`src/rtl/amo_pkg.sv`:
```
// Shared definitions for the AMO read-modify-write sequencer.
// Optional min/max AMOs are enabled with the AMO_MINMAX_EN macro.
package amo_pkg;

    localparam logic [2:0] F3_ADD  = 3'b000;
    localparam logic [2:0] F3_SWAP = 3'b001;
    localparam logic [2:0] F3_AND  = 3'b010;
    localparam logic [2:0] F3_OR   = 3'b011;
    localparam logic [2:0] F3_MIN  = 3'b100;
    localparam logic [2:0] F3_MAX  = 3'b101;
    localparam logic [2:0] F3_MINU = 3'b110;
    localparam logic [2:0] F3_MAXU = 3'b111;

    typedef enum logic [2:0] {
        ST_IDLE  = 3'd0,
        ST_DRAIN = 3'd1,
        ST_READ  = 3'd2,
        ST_RWAIT = 3'd3,
        ST_WRITE = 3'd4,
        ST_RESP  = 3'd5
    } state_e;

    // Encodings 1xx are only legal when the min/max extension is built in.
    function automatic logic funct3_illegal(input logic [2:0] f3);
        funct3_illegal = f3[2];
`ifdef AMO_MINMAX_EN
        funct3_illegal = 1'b0;
`endif
    endfunction

endpackage

```
`src/rtl/amo_alu.sv`:
```
// Combinational AMO combine step: new = op(old, rs2).
// Min/max operations exist only when AMO_MINMAX_EN is defined.
module amo_alu
    import amo_pkg::*;
#(
    parameter int DATA_W = 32
) (
    input  logic [DATA_W-1:0] old_val,
    input  logic [DATA_W-1:0] rs2_val,
    input  logic [2:0]        funct3,
    output logic [DATA_W-1:0] new_val
);

    always_comb begin
        new_val = old_val;
        case (funct3)
            F3_ADD:  new_val = old_val + rs2_val;
            F3_SWAP: new_val = rs2_val;
            F3_AND:  new_val = old_val & rs2_val;
            F3_OR:   new_val = old_val | rs2_val;
`ifdef AMO_MINMAX_EN
            F3_MIN:  new_val = ($signed(old_val) < $signed(rs2_val)) ? old_val : rs2_val;
            F3_MAX:  new_val = ($signed(old_val) > $signed(rs2_val)) ? old_val : rs2_val;
            F3_MINU: new_val = (old_val < rs2_val) ? old_val : rs2_val;
            F3_MAXU: new_val = (old_val > rs2_val) ? old_val : rs2_val;
`endif
            default: new_val = old_val;
        endcase
    end

endmodule

```
`src/rtl/amo_rmw_sequencer.sv`:
```
// RV32A AMO read-modify-write sequencer between execute and the data-memory port.
// Build with AMO_MINMAX_EN defined to accept the min/max funct3 encodings.
module amo_rmw_sequencer
    import amo_pkg::*;
#(
    parameter int ADDR_W = 32,
    parameter int DATA_W = 32
) (
    input  logic              clk,
    input  logic              rst_n,
    // Handshakes: a transfer happens on a rising edge where valid and ready are both 1;
    // valid and its payload stay stable until that edge.
    input  logic              req_valid,
    output logic              req_ready,
    input  logic [ADDR_W-1:0] req_rs1,
    input  logic [DATA_W-1:0] req_rs2,
    input  logic [2:0]        req_funct3,
    input  logic              req_aq,
    input  logic              req_rl,
    input  logic [4:0]        req_rd,
    input  logic              st_pending,
    output logic              aq_block,
    output logic              mem_req,
    output logic              mem_we,
    output logic [ADDR_W-1:0] mem_addr,
    output logic [DATA_W-1:0] mem_wdata,
    input  logic              mem_gnt,
    input  logic              mem_rvalid,
    input  logic [DATA_W-1:0] mem_rdata,
    output logic              rsp_valid,
    input  logic              rsp_ready,
    output logic [DATA_W-1:0] rsp_data,
    output logic [4:0]        rsp_rd,
    output logic              rsp_err,
    output logic [2:0]        dbg_state
);

    state_e              state_q, state_d;
    logic [ADDR_W-1:0]   addr_q, addr_d;
    logic [DATA_W-1:0]   rs2_q, rs2_d;
    logic [2:0]          f3_q, f3_d;
    logic                aq_q, aq_d;
    logic [4:0]          rd_q, rd_d;
    logic [DATA_W-1:0]   old_q, old_d;
    logic [DATA_W-1:0]   wdata_q, wdata_d;
    logic                err_q, err_d;
    logic [DATA_W-1:0]   alu_new;
    logic                bad_req;

    amo_alu #(
        .DATA_W (DATA_W)
    ) u_alu (
        .old_val (mem_rdata),
        .rs2_val (rs2_q),
        .funct3  (f3_q),
        .new_val (alu_new)
    );

    assign bad_req = (req_rs1[1:0] != 2'b00) || funct3_illegal(req_funct3);

    always_comb begin
        state_d = state_q;
        addr_d  = addr_q;
        rs2_d   = rs2_q;
        f3_d    = f3_q;
        aq_d    = aq_q;
        rd_d    = rd_q;
        old_d   = old_q;
        wdata_d = wdata_q;
        err_d   = err_q;
        case (state_q)
            ST_IDLE: begin
                if (req_valid) begin
                    addr_d = req_rs1;
                    rs2_d  = req_rs2;
                    f3_d   = req_funct3;
                    aq_d   = req_aq;
                    rd_d   = req_rd;
                    old_d  = '0;
                    err_d  = 1'b0;
                    if (bad_req) begin
                        err_d   = 1'b1;
                        state_d = ST_RESP;
                    end else if (req_rl) begin
                        state_d = ST_DRAIN;
                    end else begin
                        state_d = ST_READ;
                    end
                end
            end
            ST_DRAIN: begin
                if (!st_pending) state_d = ST_READ;
            end
            ST_READ: begin
                if (mem_gnt) state_d = ST_RWAIT;
            end
            ST_RWAIT: begin
                if (mem_rvalid) begin
                    old_d   = mem_rdata;
                    wdata_d = alu_new;
                    state_d = ST_WRITE;
                end
            end
            ST_WRITE: begin
                if (mem_gnt) state_d = ST_RESP;
            end
            ST_RESP: begin
                if (rsp_ready) state_d = ST_IDLE;
            end
            default: state_d = ST_IDLE;
        endcase
    end

    always_ff @(posedge clk or negedge rst_n) begin
        if (!rst_n) begin
            state_q <= ST_IDLE;
            addr_q  <= '0;
            rs2_q   <= '0;
            f3_q    <= '0;
            aq_q    <= 1'b0;
            rd_q    <= '0;
            old_q   <= '0;
            wdata_q <= '0;
            err_q   <= 1'b0;
        end else begin
            state_q <= state_d;
            addr_q  <= addr_d;
            rs2_q   <= rs2_d;
            f3_q    <= f3_d;
            aq_q    <= aq_d;
            rd_q    <= rd_d;
            old_q   <= old_d;
            wdata_q <= wdata_d;
            err_q   <= err_d;
        end
    end

    // Outputs come only from state and latched fields, so they hold while stalled.
    assign req_ready = (state_q == ST_IDLE);
    assign mem_req   = (state_q == ST_READ) || (state_q == ST_WRITE);
    assign mem_we    = (state_q == ST_WRITE);
    assign mem_addr  = addr_q;
    assign mem_wdata = wdata_q;
    assign rsp_valid = (state_q == ST_RESP);
    assign rsp_data  = old_q;
    assign rsp_rd    = rd_q;
    assign rsp_err   = err_q;
    assign aq_block  = (state_q != ST_IDLE) && aq_q;
    assign dbg_state = state_q;

endmodule

```
`config.mk`:
```
export PLATFORM = sky130hd
export DESIGN_NAME = amo_rmw_sequencer
export DESIGN_NICKNAME = d
export VERILOG_FILES = /design/src/rtl/amo_pkg.sv /design/src/rtl/amo_alu.sv /design/src/rtl/amo_rmw_sequencer.sv
export SDC_FILE = /design/constraint.sdc
export NUM_CORES = 1
export LEC_CHECK = 0
export ABC_CLOCK_PERIOD_IN_PS = 2630
export CORE_MARGIN = 2
export CORE_UTILIZATION = 40
export CTS_CLUSTER_DIAMETER = 30
export DETAILED_ROUTE_END_ITERATION = 8
export GPL_TIMING_DRIVEN = 0
export PLACE_DENSITY = 0.73
export SYNTH_ARGS = -nofsm -noshare
export SYNTH_HDL_FRONTEND = slang
export SYNTH_SLANG_ARGS = --single-unit
```
`constraint.sdc`:
```
create_clock -name clk -period 2.63 [get_ports clk]
set_input_delay 0.6575 -clock clk [delete_from_list [all_inputs] [get_ports clk]]
set_output_delay 0.6575 -clock clk [all_outputs]
set_load 0.02 [all_outputs]
```
==> out/results.tsv, run 1 <==
metric	value	unit
Final Net Count	1444	
status	completed	
PortBufs	222	
CTS buffer count	17	
ant diodes	0	
Post-synth EDFFs	0	
Synth Flop Type	dfrtp_1	
clock latency on the worst-skew pair	0.44	ns
Tcrit/Tclk final	0.980	
vias	8766	
Die Span Y	152	µm
DP Cell Count	1526	
Post-synth ARST share	1.00	
row count	54	
reg2reg path depth	6	
share of post-route cells with drive strength above 1	0.135	
initial antenna violation count	1	
setup tns final	0	ns
core region area	21700	µm²
area taken by multi-input logic gates	4980	µm²
leakage power	5.39	nW
Detailed Route WL	31900	µm
Hold WS	0.186	ns
Max transition margin	0.430	
post-synthesis cell area	8810	µm²
GP Congestion	0.940	
synth top area cells	dfrtp_1 (40%), ha_1 (9.1%), nand2_1 (6.9%)	
Synth cell types	61	
H-tree levels	4	
Mapped Nets	1201	
Tot Pwr	16.0	mW
total iterations of the first detailed-routing run	6	
CTS tree	yes	
PnR worst setup slack	0.0529	ns
Ports	223	
Seq/Total Area, Yosys	0.401	
die width	152	µm
Worst Path Arrival	2.95	ns
worst clock skew	0.0105	ns
Finished Layout Cells	1558	
Final Hold Vio Count	0	
dpl ws	-0.918	ns
first-pass GRT wire length	48800	µm
register area	3530	µm²
Slew @ Worst Pin	0.856	ns
DRT antenna net count	0	
Worst VDD drop	674	µV
synth warn	0	
Initial Util	0.406	
hold_buf cts	0	
#FFs+latches synth	141	
largest net degree at the start of global routing	83	
CP startpoint kind	primary input	
Overflow after GRT	0	
Final HPWL DP	23400	µm
hold crit path type	primary input to async pin	
DR iter-0 viols	609	
DR WL/cell	20.5	µm
vias in the first global route	8861	
Total GRT Usage	0.270	
max_cap viols	0	
CP Max Fanout	6	
Synth top area share	0.401	
fmax	0.388	GHz
Gate Count Post-Synth	1023	
routed vias/inst	5.63	
Area Growth Syn to Fin	39.8	%
Worst-path clk slew	0.06	ns
Period minus WS final	2.58	ns
clk root buf	clkbuf_16	
max-slew violation count	0	
TritonCTS Sinks	141	
# DRC	0	
Worst setup EP type	register	
Cell Pwr Density	1300	nW/µm²
required time of the critical path	3.00	ns
die area	23200	µm²
Setup Crit Path Kind	primary input to register	
Syn Area/Cell	8.61	µm²
Clock Tree Buf Depth	2	
leading area contributor after synthesis	dfrtp_1	
filler cell count	2001	
Setup violations, final	0	
metrics by stage:
stage / cell area, µm² / utilization
3_5_place_dp: 11400 / 0.526
6_report: 12300 / 0.568
5_1_grt: 12300 / 0.568
2_1_floorplan: 8810 / -
3_3_place_gp: 11400 / 0.525
4_1_cts: 12200 / 0.563
flip-flops by register name, summed over array words and instances (netlist names):
name       cells
rs2_q         32
rsp_data      32
mem_wdata     32
f3_q           3
mem_addr      32
aq_q           1
rsp_err        1
dbg_state      3
rsp_rd         5
final timing paths:
kind | slack, ns | endpoint | from
min in group clk | 0.48 | rsp_data[30]$_DFFE_PN0P_ | rsp_data[30]$_DFFE_PN0P_
min reg2reg | 0.48 | rsp_data[30]$_DFFE_PN0P_ | rsp_data[30]$_DFFE_PN0P_
max in group asynchronous | 1.60 | rsp_rd[0]$_DFFE_PN0P_ | rst_n
max | 0.05 | mem_wdata[28]$_DFFE_PN0P_ | mem_rdata[7]
max reg2reg | 0.08 | mem_wdata[16]$_DFFE_PN0P_ | f3_q[0]$_DFFE_PN0P_
min | 0.19 | rsp_data[25]$_DFFE_PN0P_ | rst_n
metal layers:
layer / routed length [µm] / GRT usage / share of wire
met1: 13000 / 0.348 / 0.41
met5: 0 / 0 / 0
met4: 918 / 0.0988 / 0.029
met3: 3200 / 0.0754 / 0.10
met2: 14800 / 0.433 / 0.46
Yosys cell counts, drive strengths merged, types with 11 or more instances:
cell      n
a211oi   13
a21o     15
a21oi    98
a221oi   11
buf      32
clkbuf   33
dfrtp   141
ha       64
inv      75
mux2     41
nand2   164
nand3    18
nand4    13
nor2     55
o21ai   129
xnor2    16
xor2     13
what timing repair did:
action / CTS / global route
gates resized for setup: 67 / 33
endpoints found under the setup margin: 29 / 31
setup buffers: 4 / 1
pin swaps: 13 / 12
cell type report:
class,instances,share of cell area
Sequential cell,141,0.287
Inverter,75,0.0229
Multi-Input combinational cell,742,0.405
Clock buffer,18,0.0357
Tap cell,280,0.0284
Buffer,61,0.0246
Clock inverter,13,0.0115
Timing Repair Buffer,228,0.186
power by group:
| part | internal (mW) | switching, mW | total, mW |
|---|---|---|---|
| Combinational | 4.06 | 5.60 | 9.66 |
| Sequential | 3.17 | 0.669 | 3.84 |
| Clock | 1.42 | 1.04 | 2.46 |
cells in the final DEF (no fill, tap or decap), types with 28 or more instances in the layout:
master / Yosys / routed
dfrtp_1: 141 / 140
nor2_1: 53 / 50
ha_1: 64 / 51
clkbuf_1: 33 / 28
a21oi_1: 96 / 85
clkdlybuf4s50_1: 0 / 195
o21ai_0: 119 / 113
mux2_2: 41 / 41
nand2_1: 162 / 159
inv_1: 75 / 75
kinds of logic after synthesis:
logic type                 count (synthesis)  share of synthesized area
muxes                                     44                     0.0573
adders and majority gates                 65                     0.0932
buffers and inverters                    140                     0.0671
AOI/OAI and AO/OA                        314                      0.209
xor gates and xnor gates                  29                     0.0288
and+or+nand+nor                          290                      0.144
DFF                                      141                      0.401
worst max-delay path: stages:
cell	delay (ns)
dlygate4sd2_1	0.30
inv_1	0.07
ha_2	0.38
and2_1	0.17
nand4_1	0.20
a31o_4	0.32
o21ai_4	0.22
a21oi_4	0.10
or4_1	0.42
nand4_1	0.09
Power figures use the tool's default switching activity.
==> inputs of run 2 (changes only) <==
CORE_ASPECT_RATIO = 0.6   (was not set)
==> run 2 against run 1 <==
Compared with the run above: the run now ends with setup timing left; final cell count decreased by 0.19%; global-route usage increased by 1.2 points; count of clock-buffer cells in the layout increased by 7; hold slack improved by 0.078 ns; sequential share of layout area increased by 0.12 points; cell area decreased by 0.42%; sequential power about the same; via count increased by 1.5%; combinational power increased by 2.4%; critical endpoint is now mem_wdata[13]$_DFFE_PN0P_.
==> out/results.tsv, run 2 (synthesized netlist as in run 1, its figures left out) <==
metric	value	unit
DR WL/cell	21.0	µm
die area	23300	µm²
Period minus WS final	2.66	ns
commonest non-fill, non-tap cell in the layout	clkdlybuf4s50_1	
CP startpoint kind	register	
Worst-path clk slew	0.06	ns
max_cap viols	0	
share of post-route cells with drive strength above 1	0.133	
required time of the critical path	2.92	ns
Worst Path Arrival	2.95	ns
most frequent cells in the layout	clkdlybuf4s50_1 (194), nand2_1 (160), dfrtp_1 (140), o21ai_0 (111), a21oi_1 (84)	
Worst VDD drop	673	µV
vias in the first global route	8511	
row count	41	
Hold WS	0.265	ns
failing checks	setup timing	
Slew @ Worst Pin	0.889	ns
H-tree levels	4	
Overflow after GRT	0	
Clock Tree Buf Depth	2	
core region area	21300	µm²
status	finished, violations left	
filler cell count	1924	
ant diodes	0	
TritonCTS Sinks	141	
routed vias/inst	5.72	
Ports	223	
DR iter-0 viols	837	
Initial Util	0.414	
total iterations of the first detailed-routing run	6	
leakage power	5.38	nW
PortBufs	222	
Tcrit/Tclk final	1.01	
vias	8896	
Area Growth Syn to Fin	39.3	%
clk root buf	clkbuf_16	
CTS buffer count	17	
Detailed Route WL	32700	µm
RSZ-0062 raised after global routing	true	
hold crit path type	primary input to async pin	
first-pass GRT wire length	49700	µm
max-slew violation count	0	
DP Cell Count	1525	
Final Hold Vio Count	0	
largest net degree at the start of global routing	75	
Setup Crit Path Kind	register to register	
Worst setup EP type	register	
CTS tree	yes	
area taken by multi-input logic gates	4990	µm²
# DRC	0	
PnR worst setup slack	-0.0266	ns
initial antenna violation count	0	
Final Core Density	0.576	
GP Congestion	0.990	
clock latency on the worst-skew pair	0.43	ns
DRT antenna net count	0	
Max transition margin	0.408	
dpl ws	-0.941	ns
Die Span Y	119	µm
Setup violations, final	1	
Finished Layout Cells	1555	
register area	3530	µm²
hold_buf cts	0	
Final HPWL DP	24000	µm
Total GRT Usage	0.282	
fmax	0.376	GHz
worst clock skew	0.00781	ns
Final Net Count	1446	
die width	196	µm
Cell Pwr Density	1310	nW/µm²
CP Max Fanout	10	
run 2: cell count changes in the layout (fill, tap and decap cells not counted), sizes merged:
cell,delta
clkbuf,+16
dlygate4sd2,-6
clkinv,-5
clkinvlp,-3
inv,-2
bufinv,-1
clkdlybuf4s15,-1
clkdlybuf4s50,-1
dlymetal6s2s,+1
run 2: worst max-delay path, stage by stage, from the launching register on:
cell and delay (ns):
dfrtp_1 0.32, clkbuf_1 0.26, clkbuf_1 0.67, clkbuf_1 0.55
a21oi_1 0.16, a222oi_1 0.45, o21ai_1 0.10
run 2: final timing paths:
check	from	endpoint	slack (ns)	cells after the start
hold / removal	rst_n	rsp_data[23]$_DFFE_PN0P_	0.26	1
setup / recovery	f3_q[0]$_DFFE_PN0P_	mem_wdata[13]$_DFFE_PN0P_	-0.03	6
setup reg to reg	f3_q[0]$_DFFE_PN0P_	mem_wdata[13]$_DFFE_PN0P_	-0.03	6
max in group asynchronous	rst_n	rs2_q[10]$_DFFE_PN0P_	1.55	2
hold reg to reg	rsp_data[30]$_DFFE_PN0P_	rsp_data[30]$_DFFE_PN0P_	0.48	2
min in group clk	rsp_data[30]$_DFFE_PN0P_	rsp_data[30]$_DFFE_PN0P_	0.48	2
run 2: power by group:
part | internal (mW) | switching [mW]
combinational | 4.07 | 5.82
clock | 1.37 | 0.922
sequential | 3.17 | 0.653
run 2: per-stage QoR:
stage	power (mW)	cell area, µm²	TNS (ns)
after floorplan	9.35	8810	0
after global placement	12.8	11400	-734.79
after detailed placement	13.0	11400	-22.75
after CTS	15.6	12100	0
after global routing	17.0	12300	0
final	16.0	12300	-0.0266
run 2: layout make-up:
cell class,instances,area share
Timing Repair Buffer,228,0.184
Clock buffer,25,0.0404
Multi-Input combinational cell,742,0.407
Buffer,63,0.0259
Tap cell,279,0.0285
Inverter,75,0.0230
Sequential cell,141,0.288
Clock inverter,2,0.00286
run 2: per-layer routing:
| metal | vias up | track usage | part of all wire |
|---|---|---|---|
| li1 | 4006 | - | - |
| met1 | 4294 | 0.419 | 0.46 |
| met2 | 530 | 0.381 | 0.40 |
| met3 | 66 | 0.103 | 0.13 |
| met4 | 0 | 0.0701 | 0.020 |
| met5 | - | 0 | 0 |
run 2: timing repair:
item / CTS / global route
gates resized for setup: 60 / 57
setup endpoints to repair: 29 / 35
pin swaps: 11 / 16
buffers inserted: 3 / 2
==> inputs of run 3 (changes only) <==
MAX_ROUTING_LAYER = met4   (was not set)
==> run 3 against run 2 <==
Compared with the run above: first-iteration DRC count is 2.9% lower; setup slack improved by 0.0087 ns; via count decreased by 1.5%; non-clock buffer count is 1 higher; count of clock-buffer cells in the layout decreased by 1; clock power shrank 6%; register-to-register slack barely moved; critical path depth unchanged; final cell count unchanged; the flow still finishes with violations (setup timing).
==> out/results.tsv, run 3 (synthesized netlist as in run 1, its figures left out) <==
metric	value	unit
max_cap viols	0	
Die Span Y	119	µm
hold_buf cts	0	
fin area	12300	µm²
reg2reg path depth	6	
r2r setup slk	-0.02	ns
max-slew violation count	0	
Final HPWL DP	23900	µm
Clock Tree Buf Depth	2	
RSZ-0062 raised after global routing	true	
Final Net Count	1447	
share of post-route cells with drive strength above 1	0.140	
# DRC	0	
required time of the critical path	2.92	ns
CP Depth	6	
CP Max Fanout	10	
CTS buffer count	17	
largest net degree at the start of global routing	95	
total iterations of the first detailed-routing run	6	
TritonCTS Sinks	141	
DR iter-0 viols	813	
area taken by multi-input logic gates	5010	µm²
CP max stage delay	0.61	ns
failing checks	setup timing	
Area after DPL	11400	µm²
Max transition margin	0.393	
Setup violations, final	1	
vias	8765	
DR WL/cell	20.9	µm
PnR worst setup slack	-0.0178	ns
Tot Pwr	15.9	mW
filler cell count	1921	
worst r2r src	f3_q[0]$_DFFE_PN0P_	
commonest non-fill, non-tap cell in the layout	clkdlybuf4s50_1	
Ports	223	
Slew @ Worst Pin	0.906	ns
die width	196	µm
most used cell, CP	clkbuf_1	
PortBufs	222	
ant diodes	0	
Worst Path Arrival	2.94	ns
setup tns final	-0.0178	ns
Slowest cell on crit path	clkbuf_1	
critical-path cell list	clkbuf_1, clkbuf_1, clkbuf_1, a21oi_1, a222oi_1, o21ai_1	
Period minus WS final	2.65	ns
Area Growth Syn to Fin	39.1	%
Worst-path clk slew	0.06	ns
worst clock skew	0.00786	ns
Worst setup EP type	register	
CP bufs+invs	3	
Detailed Route WL	32500	µm
Final Hold Vio Count	0	
critical path's top delay family	buffers and inverters	
clock latency on the worst-skew pair	0.43	ns
hold crit path type	primary input to async pin	
die area	23300	µm²
row count	41	
H-tree levels	4	
core region area	21300	µm²
leakage power	5.35	nW
DRT antenna net count	0	
CTS tree	yes	
Hold WS	0.161	ns
clk root buf	clkbuf_16	
first-pass GRT wire length	48700	µm
most frequent cells in the layout	clkdlybuf4s50_1 (197), nand2_1 (157), dfrtp_1 (140), o21ai_0 (112), a21oi_1 (83)	
Tcrit/Tclk final	1.01	
vias in the first global route	8332	
FF-to-FF End	mem_wdata[13]$_DFFE_PN0P_	
Overflow after GRT	0	
fmax	0.378	GHz
Worst VDD drop	613	µV
routed vias/inst	5.64	
GP Congestion	1.00	
status	finished, violations left	
Setup Crit Path Kind	register to register	
Initial Util	0.414	
CP startpoint kind	register	
Cell Pwr Density	1300	nW/µm²
Total GRT Usage	0.285	
register area	3530	µm²
initial antenna violation count	0	
-- run 3: worst max path at each step --
stage                             startpoint  slack, ns                        end
floorplan                       mem_rdata[4]       0.03   mem_wdata[9]$_DFFE_PN0P_
global placement                       rst_n      -5.08   mem_addr[18]$_DFFE_PN0P_
detailed placement              mem_rdata[0]      -1.01  mem_wdata[18]$_DFFE_PN0P_
CTS                 dbg_state[2]$_DFFE_PN0P_      0.003                  rsp_valid
global route                    mem_rdata[9]       -0.1  mem_wdata[13]$_DFFE_PN0P_
finish                   f3_q[0]$_DFFE_PN0P_      -0.02  mem_wdata[13]$_DFFE_PN0P_
-- run 3: report_power, final --
group          internal (mW)  switching, mW  total (mW)
clock                   1.27          0.899        2.17
combinational           4.10           5.82        9.91
sequential              3.17          0.656        3.83
-- run 3: metrics by stage --
stage	setup slack, ns	std cells	utilization
global placement	-5.08	1524	0.534
global route	-0.0967	1555	0.575
detailed placement	-1.01	1525	0.536
finish	-0.0178	1555	0.575
floorplan	0.0289	1023	-
CTS	0.00322	1554	0.569
-- run 3: timing repair --
action	in CTS	in global routing
resized for setup	64	60
setup endpoints to repair	29	34
pin swaps	13	13
setup buffers	5	2
-- run 3: area by class of cell --
type | instances | area share
multi-input combinational | 742 | 0.409
sequential | 141 | 0.288
timing repair buffer | 230 | 0.185
clock buffer | 24 | 0.0401
tap | 279 | 0.0285
buffer | 62 | 0.0258
inverter | 75 | 0.0230
clock inverter | 2 | 0.00102
-- run 3: worst register-to-register path: cells and delay by family (launching register included) --
kind | cells | cell delay (ns)
AOI/OAI and AO/OA | 3 | 0.73
DFF | 1 | 0.32
buffers and inverters | 3 | 1.45
-- run 3: layer usage --
metal	part of all wire	routed length [µm]	vias to the layer above	GRT usage
li1	-	-	4014	-
met2	0.40	12900	449	0.372
met1	0.47	15100	4257	0.414
met5	0	0	-	-
met4	0.018	576	0	0.0625
met3	0.12	3870	45	0.102
